File: config.mk
export PLATFORM = sky130hd
export DESIGN_NAME = i2c_master_arbiter
export DESIGN_NICKNAME = d
export VERILOG_FILES = /design/src/rtl/i2c_arb_pkg.sv /design/src/rtl/i2c_rr_picker.sv /design/src/rtl/i2c_master_arbiter.sv
export SDC_FILE = /design/constraint.sdc
export NUM_CORES = 1
export LEC_CHECK = 0
export ABC_AREA = 1
export BUFFER_PORTS_ARGS = -buffer_cell sky130_fd_sc_hd__buf_2
export CAP_MARGIN = 20
export CORE_MARGIN = 8
export CORE_UTILIZATION = 50
export CTS_CLUSTER_SIZE = 40
export DETAILED_ROUTE_END_ITERATION = 10
export PLACE_DENSITY = 0.83
export SLEW_MARGIN = 20
export SYNTH_ARGS = -nofsm -noshare
export SYNTH_HDL_FRONTEND = slang
export SYNTH_HIERARCHICAL = 1
export SYNTH_SLANG_ARGS = --single-unit
File: constraint.sdc
create_clock -name clk -period 5.15 [get_ports clk]
set_clock_uncertainty 0.15 [all_clocks]
set_input_delay 0 -clock clk [delete_from_list [all_inputs] [get_ports clk]]
set_output_delay 0 -clock clk [all_outputs]
set_load 0.01 [all_outputs]
File: src/rtl/i2c_arb_pkg.sv
// Shared types and constants for the I2C master arbiter and its round-robin picker.
// Latency: n/a (declarations only).
// Backpressure: n/a.
package i2c_arb_pkg;

  // Arbiter FSM states
  typedef enum logic [1:0] {
    IDLE   = 2'd0,
    LAUNCH = 2'd1,
    WAIT   = 2'd2,
    DONE   = 2'd3
  } arb_state_t;

  localparam int I2C_ADDR_W       = 7;
  localparam int I2C_DATA_W       = 8;
  localparam int WDOG_CYCLES_DFLT = 2000000;

endpackage

File: src/rtl/i2c_rr_picker.sv
// Round-robin picker: first set req[k] searching k = ptr, ptr+1, ... modulo N.
// Latency: combinational.
// Backpressure: none; valid is simply |req.
// Ports: req (request vector), ptr (search start index, must be < N),
//        winner (selected index), valid (any request present).
module i2c_rr_picker #(
  parameter int N     = 4,
  parameter int IDX_W = $clog2(N)
) (
  input  logic [N-1:0]     req,
  input  logic [IDX_W-1:0] ptr,
  output logic [IDX_W-1:0] winner,
  output logic             valid
);

  int idx;

  // Walk offsets from farthest to nearest so the nearest match to ptr wins.
  // The wrap is a single subtraction, so a non-power-of-2 N never yields an
  // index >= N.
  always_comb begin
    winner = '0;
    valid  = |req;
    idx    = 0;
    for (int k = N - 1; k >= 0; k--) begin
      idx = int'(ptr) + k;
      if (idx >= N) idx = idx - N;
      if (req[idx[IDX_W-1:0]]) winner = idx[IDX_W-1:0];
    end
  end

endmodule

File: src/rtl/i2c_master_arbiter.sv
// Shares one i2c_master between NUM_REQ requesters with round-robin arbitration.
// Latency: req sampled in cycle t -> gnt/m_start in t+1; done pulses the cycle after m_busy is seen low.
// Backpressure: losers hold req until granted; m_start is held until m_busy is sampled high.
// Ports: clk/reset (sync, active-high); req/req_addr/req_rw/req_wdata per-requester command;
//        gnt/done/err/rdata per-requester response; busy = not IDLE;
//        m_start/m_addr/m_rw/m_wdata/m_busy/m_rdata = i2c_master handshake.
// Optional watchdog: define I2C_ARB_WDOG_EN to abort a transaction after WDOG_CYCLES
// in LAUNCH+WAIT with an err pulse; otherwise err stays 0 and the wait is unbounded.
module i2c_master_arbiter
  import i2c_arb_pkg::*;
#(
  parameter int NUM_REQ     = 4,
  parameter int WDOG_CYCLES = WDOG_CYCLES_DFLT
) (
  input  logic                             clk,
  input  logic                             reset,
  input  logic [NUM_REQ-1:0]               req,
  input  logic [NUM_REQ*I2C_ADDR_W-1:0]    req_addr,
  input  logic [NUM_REQ-1:0]               req_rw,
  input  logic [NUM_REQ*I2C_DATA_W-1:0]    req_wdata,
  output logic [NUM_REQ-1:0]               gnt,
  output logic [NUM_REQ-1:0]               done,
  output logic [NUM_REQ-1:0]               err,
  output logic [NUM_REQ*I2C_DATA_W-1:0]    rdata,
  output logic                             busy,
  output logic                             m_start,
  output logic [I2C_ADDR_W-1:0]            m_addr,
  output logic                             m_rw,
  output logic [I2C_DATA_W-1:0]            m_wdata,
  input  logic                             m_busy,
  input  logic [I2C_DATA_W-1:0]            m_rdata
);

  localparam int IDX_W = $clog2(NUM_REQ);

  if (NUM_REQ < 2 || NUM_REQ > 8 || WDOG_CYCLES < 1) begin : g_param_check
    $error("i2c_master_arbiter: NUM_REQ must be 2..8 and WDOG_CYCLES >= 1");
  end

  arb_state_t            state;
  logic [IDX_W-1:0]      ptr;
  logic [IDX_W-1:0]      win;
  logic [IDX_W-1:0]      ptr_nxt;
  logic [IDX_W-1:0]      pick_idx;
  logic                  pick_vld;
  logic                  wdog_hit;

  logic [I2C_ADDR_W-1:0] addr_arr  [NUM_REQ];
  logic [I2C_DATA_W-1:0] wdata_arr [NUM_REQ];
  logic [I2C_DATA_W-1:0] rdata_q   [NUM_REQ];

  for (genvar g = 0; g < NUM_REQ; g++) begin : g_slice
    assign addr_arr[g]  = req_addr[g*I2C_ADDR_W +: I2C_ADDR_W];
    assign wdata_arr[g] = req_wdata[g*I2C_DATA_W +: I2C_DATA_W];
    assign rdata[g*I2C_DATA_W +: I2C_DATA_W] = rdata_q[g];
  end

  i2c_rr_picker #(.N(NUM_REQ), .IDX_W(IDX_W)) u_picker (
    .req    (req),
    .ptr    (ptr),
    .winner (pick_idx),
    .valid  (pick_vld)
  );

  // Explicit wrap keeps ptr inside 0..NUM_REQ-1 for any NUM_REQ.
  assign ptr_nxt = (win == IDX_W'(NUM_REQ - 1)) ? '0 : win + 1'b1;

`ifdef I2C_ARB_WDOG_EN
  localparam int WD_W = $clog2(WDOG_CYCLES + 1);
  logic [WD_W-1:0] wdog_cnt;

  // Cleared while IDLE, so every LAUNCH entry starts from zero.
  always_ff @(posedge clk) begin
    if (reset || state == IDLE) begin
      wdog_cnt <= '0;
    end else if (state == LAUNCH || state == WAIT) begin
      wdog_cnt <= wdog_cnt + 1'b1;
    end
  end

  // Fires on the WDOG_CYCLES-th cycle spent in LAUNCH+WAIT.
  assign wdog_hit = (state == LAUNCH || state == WAIT) &&
                    (wdog_cnt == WD_W'(WDOG_CYCLES - 1));
`else
  // No watchdog: the abort path below is unreachable and err stays 0.
  assign wdog_hit = 1'b0;
`endif

  always_ff @(posedge clk) begin
    if (reset) begin
      state   <= IDLE;
      ptr     <= '0;
      win     <= '0;
      gnt     <= '0;
      done    <= '0;
      err     <= '0;
      busy    <= 1'b0;
      m_start <= 1'b0;
      m_addr  <= '0;
      m_rw    <= 1'b0;
      m_wdata <= '0;
      for (int i = 0; i < NUM_REQ; i++) rdata_q[i] <= '0;
    end else begin
      done <= '0;
      err  <= '0;
      if (wdog_hit) begin
        err[win] <= 1'b1;
        gnt      <= '0;
        m_start  <= 1'b0;
        ptr      <= ptr_nxt;
        busy     <= 1'b0;
        state    <= IDLE;
      end else begin
        case (state)
          IDLE: begin
            if (pick_vld) begin
              // Snapshot the winner's command; later input changes are ignored.
              win           <= pick_idx;
              gnt[pick_idx] <= 1'b1;
              m_addr        <= addr_arr[pick_idx];
              m_rw          <= req_rw[pick_idx];
              m_wdata       <= wdata_arr[pick_idx];
              m_start       <= 1'b1;
              busy          <= 1'b1;
              state         <= LAUNCH;
            end
          end
          LAUNCH: begin
            if (m_busy) begin
              m_start <= 1'b0;
              state   <= WAIT;
            end
          end
          WAIT: begin
            // Completion outputs are registered here so they are visible during DONE.
            if (!m_busy) begin
              done[win] <= 1'b1;
              if (m_rw) rdata_q[win] <= m_rdata;
              gnt   <= '0;
              ptr   <= ptr_nxt;
              state <= DONE;
            end
          end
          DONE: begin
            busy  <= 1'b0;
            state <= IDLE;
          end
          default: state <= IDLE;
        endcase
      end
    end
  end

endmodule

==> flow_summary.yaml <==
status:
  status: "completed"
floorplan:
  die_x_um: 97.0
  design.core.area_um2: 6350
  dieArea_um2: 9410
  rows: 29
  die_y_um: 97.0
  ios: 141
  start_util_pct: 51.7
grt:
  grt_use_total_pct: 21.0
  grt_max_degree: 35
  grt_overflow: 0
  grt_pass1_vias: 3502
  antenna_found_initial: 0
  grt_pass1_wl_um: 16700
routing:
  drt_iter0_markers: 187
  routed_via_density: 5.14
  wl_per_cell_um: 15.0
  wl_um: 9980
  drtPass1Iterations: 5
  vias: 3421
  antenna_left: 0
  drc: 0
cells_and_area:
  final_nets: 671
  final_area_um2: 4490
  syn_to_final_growth_pct: 36.8
  layout-drive-gt1-share_pct: 29.6
  diodes: 0
pwr:
  p_sw_uw: 897
  power_density_nw_per_um2: 478
  p_leak_uw: 0.00227
  p_int_uw: 1250
  p_comb_share_pct: 49.2
  clock_power_share_pct: 16.8
  swShare_pct: 41.8
  peakVddDrop_v: 0.000431
  power_frac_seq_pct: 34.0
worst_setup_path:
  critPathLaunchType: "register"
  cp.arrival_ps: 3560
  crit_type: "register to register"
  critPathRequiredTime_ps: 5230
  cp-end-kind: "register"
  cp_max_fo: 32
logic_synthesis:
  synthTopCellsByArea: "edfxtp_1 29%, dfxtp_1 20%, nand3_1 11%, nor2_1 8.9%, nand2_1 8.8%"
  post-synth-top-area-fraction_pct: 29.3
  yosysTopAreaCell: "edfxtp_1"
  postSynthAreaPerCell_um2: 7.95
  synth_warnings: 6
  synth-adder-area-share_pct: 3.43
  postSynthCellCount: 413
  muxShareOfSynthArea_pct: 0
  seq_area_frac_synth_pct: 48.8
  synth_cell_types: 26
  synth-xor-area-share_pct: 0
  synth_compound_area_share_pct: 5.53
  synth_simple_gate_area_share_pct: 32.5
  synth_top_family_by_area: "simple AND/OR/NAND/NOR gates"
  ys_ff_latch: 64
  synth_area_um2: 3280
placed_design:
  numPortBuffers: 136
  dpl_cell_area_um2: 3910
  dp_hpwl_um: 7070
  globalplace.congestion: 0.843
  pre_cts_slack_ps: 2090
sta:
  finalCriticalPeriod_ps: 3480
  fmax_ghz: 0.288
  layout_setup_ws_ps: 1670
  worst_pin_slew_ps: 1010
  finalHoldViolCount: 0
  setup_tns_ps: 0
  period_share_pct: 67.5
  setup_viol: 0
  slew_violations: 0
  rsz0062_at_grt: "no"
  slew_headroom_pct: 32.9
clock_tree:
  clk_path_buf_depth: 2
  cts_sinks: 64
  htreeDepth: 3
  cts_hold_buf: 41
  tritoncts: "done"
  clkLatencyLatePin_ps: 330
  cts_resized: 0
  clock_tree.root_cell: "clkbuf_8"
  cts_buffers: 9
  post_cts_buffers: 0
  clk_pin_slew_ps: 70
hold_path:
  hold_class: "primary input to register"
job:
  maxCapViolations: 0
final cells by class:
cell class / instances / area [um^2]
clock buffers: 9 / 124
clock inverters: 7 / 38.8
fillers: 472 / 1860
inverters: 40 / 158
multi-input cells: 291 / 1380
flip-flops and latches: 64 / 1600
well taps: 77 / 96.3
repair buffers: 177 / 1090
worst paths after layout:
path                       startpoint                     endpoint  slack (ps)  cells past startpoint
setup reg to reg  ptr[0]$_SDFFE_PP0P_       m_addr[0]$_SDFFE_PP0P_        1670                     14
setup / recovery  ptr[0]$_SDFFE_PP0P_       m_addr[0]$_SDFFE_PP0P_        1670                     14
hold / removal                  reset  rdata_q[1][2]$_SDFFCE_PN0P_          60                      4
hold reg to reg   gnt[1]$_SDFFE_PP0P_          gnt[1]$_SDFFE_PP0P_         300                      2
per-layer routing:
metal  up-vias  global-route usage [%]  part of all wire, %
li1       1668                       -                    -
met5         -                       0                    0
met1      1534                    23.7                   40
met4         0                    7.81                  2.2
met2       200                    35.5                   47
met3        19                    7.47                   11
stage by stage:
step / utilization, % / total power, uW / hold WS [ps] / std cells
finish: 70.7 / 2150 / 60.2 / 665
global route: 70.7 / 2310 / 92.8 / 665
CTS: 70.7 / 2130 / 56.4 / 665
detailed placement: 61.6 / 1620 / 155 / 608
global placement: 61.6 / 1600 / 149 / 608
floorplan: - / 1420 / 41.6 / 416
cells by family (layout without fill, tap and decap cells):
| family | count (synthesis) | count (layout) |
|---|---|---|
| simple gates | 243 | 243 |
| flops | 64 | 64 |
| buf+inv | 61 | 233 |
| compound gates | 35 | 35 |
| fa+ha+maj | 9 | 9 |
| other cells | 1 | 4 |
synth_stat cells:
library cell and instances:
a21oi_1 10, buf_2 7, buf_4 7, buf_6 3
buf_8 2, clkbuf_1 1, clkbuf_2 1, clkinv_1 1
conb_1 1, dfxtp_1 32, edfxtp_1 32, ha_1 9
inv_1 33, inv_2 5, inv_8 1, nand2_1 77
nand2_2 11, nand3_1 70, nand3_2 3, nand4_1 1
nor2_1 78, nor2_2 1, nor2_4 2, o21a_1 1
o21ai_0 23, o21ai_2 1
flip-flops by register name (all words and copies together), names as in the netlist:
name and count:
state 2, win 2, busy 1, done 4, m_rw 1, gnt 4
ptr 2, m_addr 7, rdata_q 32, m_wdata 8, m_start 1
power by group through the flow:
stage               sequential, uW  clock (uW)  combinational [uW]
floorplan                      772           0                 649
global placement               734           0                 869
detailed placement             738           0                 887
CTS                            729         364                1040
global route                   744         386                1180
finish                         730         360                1060
critical path, stage by stage, from the launching register on:
cell,delay (ps)
dfxtp_1,640
nand2_2,110
o21ai_2,80
nand2_1,90
nand2_1,90
inv_1,60
nand3_1,80
nand2_1,50
inv_1,720
inv_2,320
nand3_1,160
nand3_1,90
nor2_1,110
dlygate4sd3_1,560
nor2_1,40
layout by cell type, fill, tap and decap left out, types with 10 or more instances in the layout:
cell,netlist,layout
buf_2,7,136
nand2_1,77,77
nand2_2,11,11
dlygate4sd3_1,0,41
dfxtp_1,32,32
nor2_1,78,77
nand3_1,70,70
edfxtp_1,32,32
inv_1,33,33
o21ai_0,23,23
a21oi_1,10,10
Power figures use the tool's default switching activity.
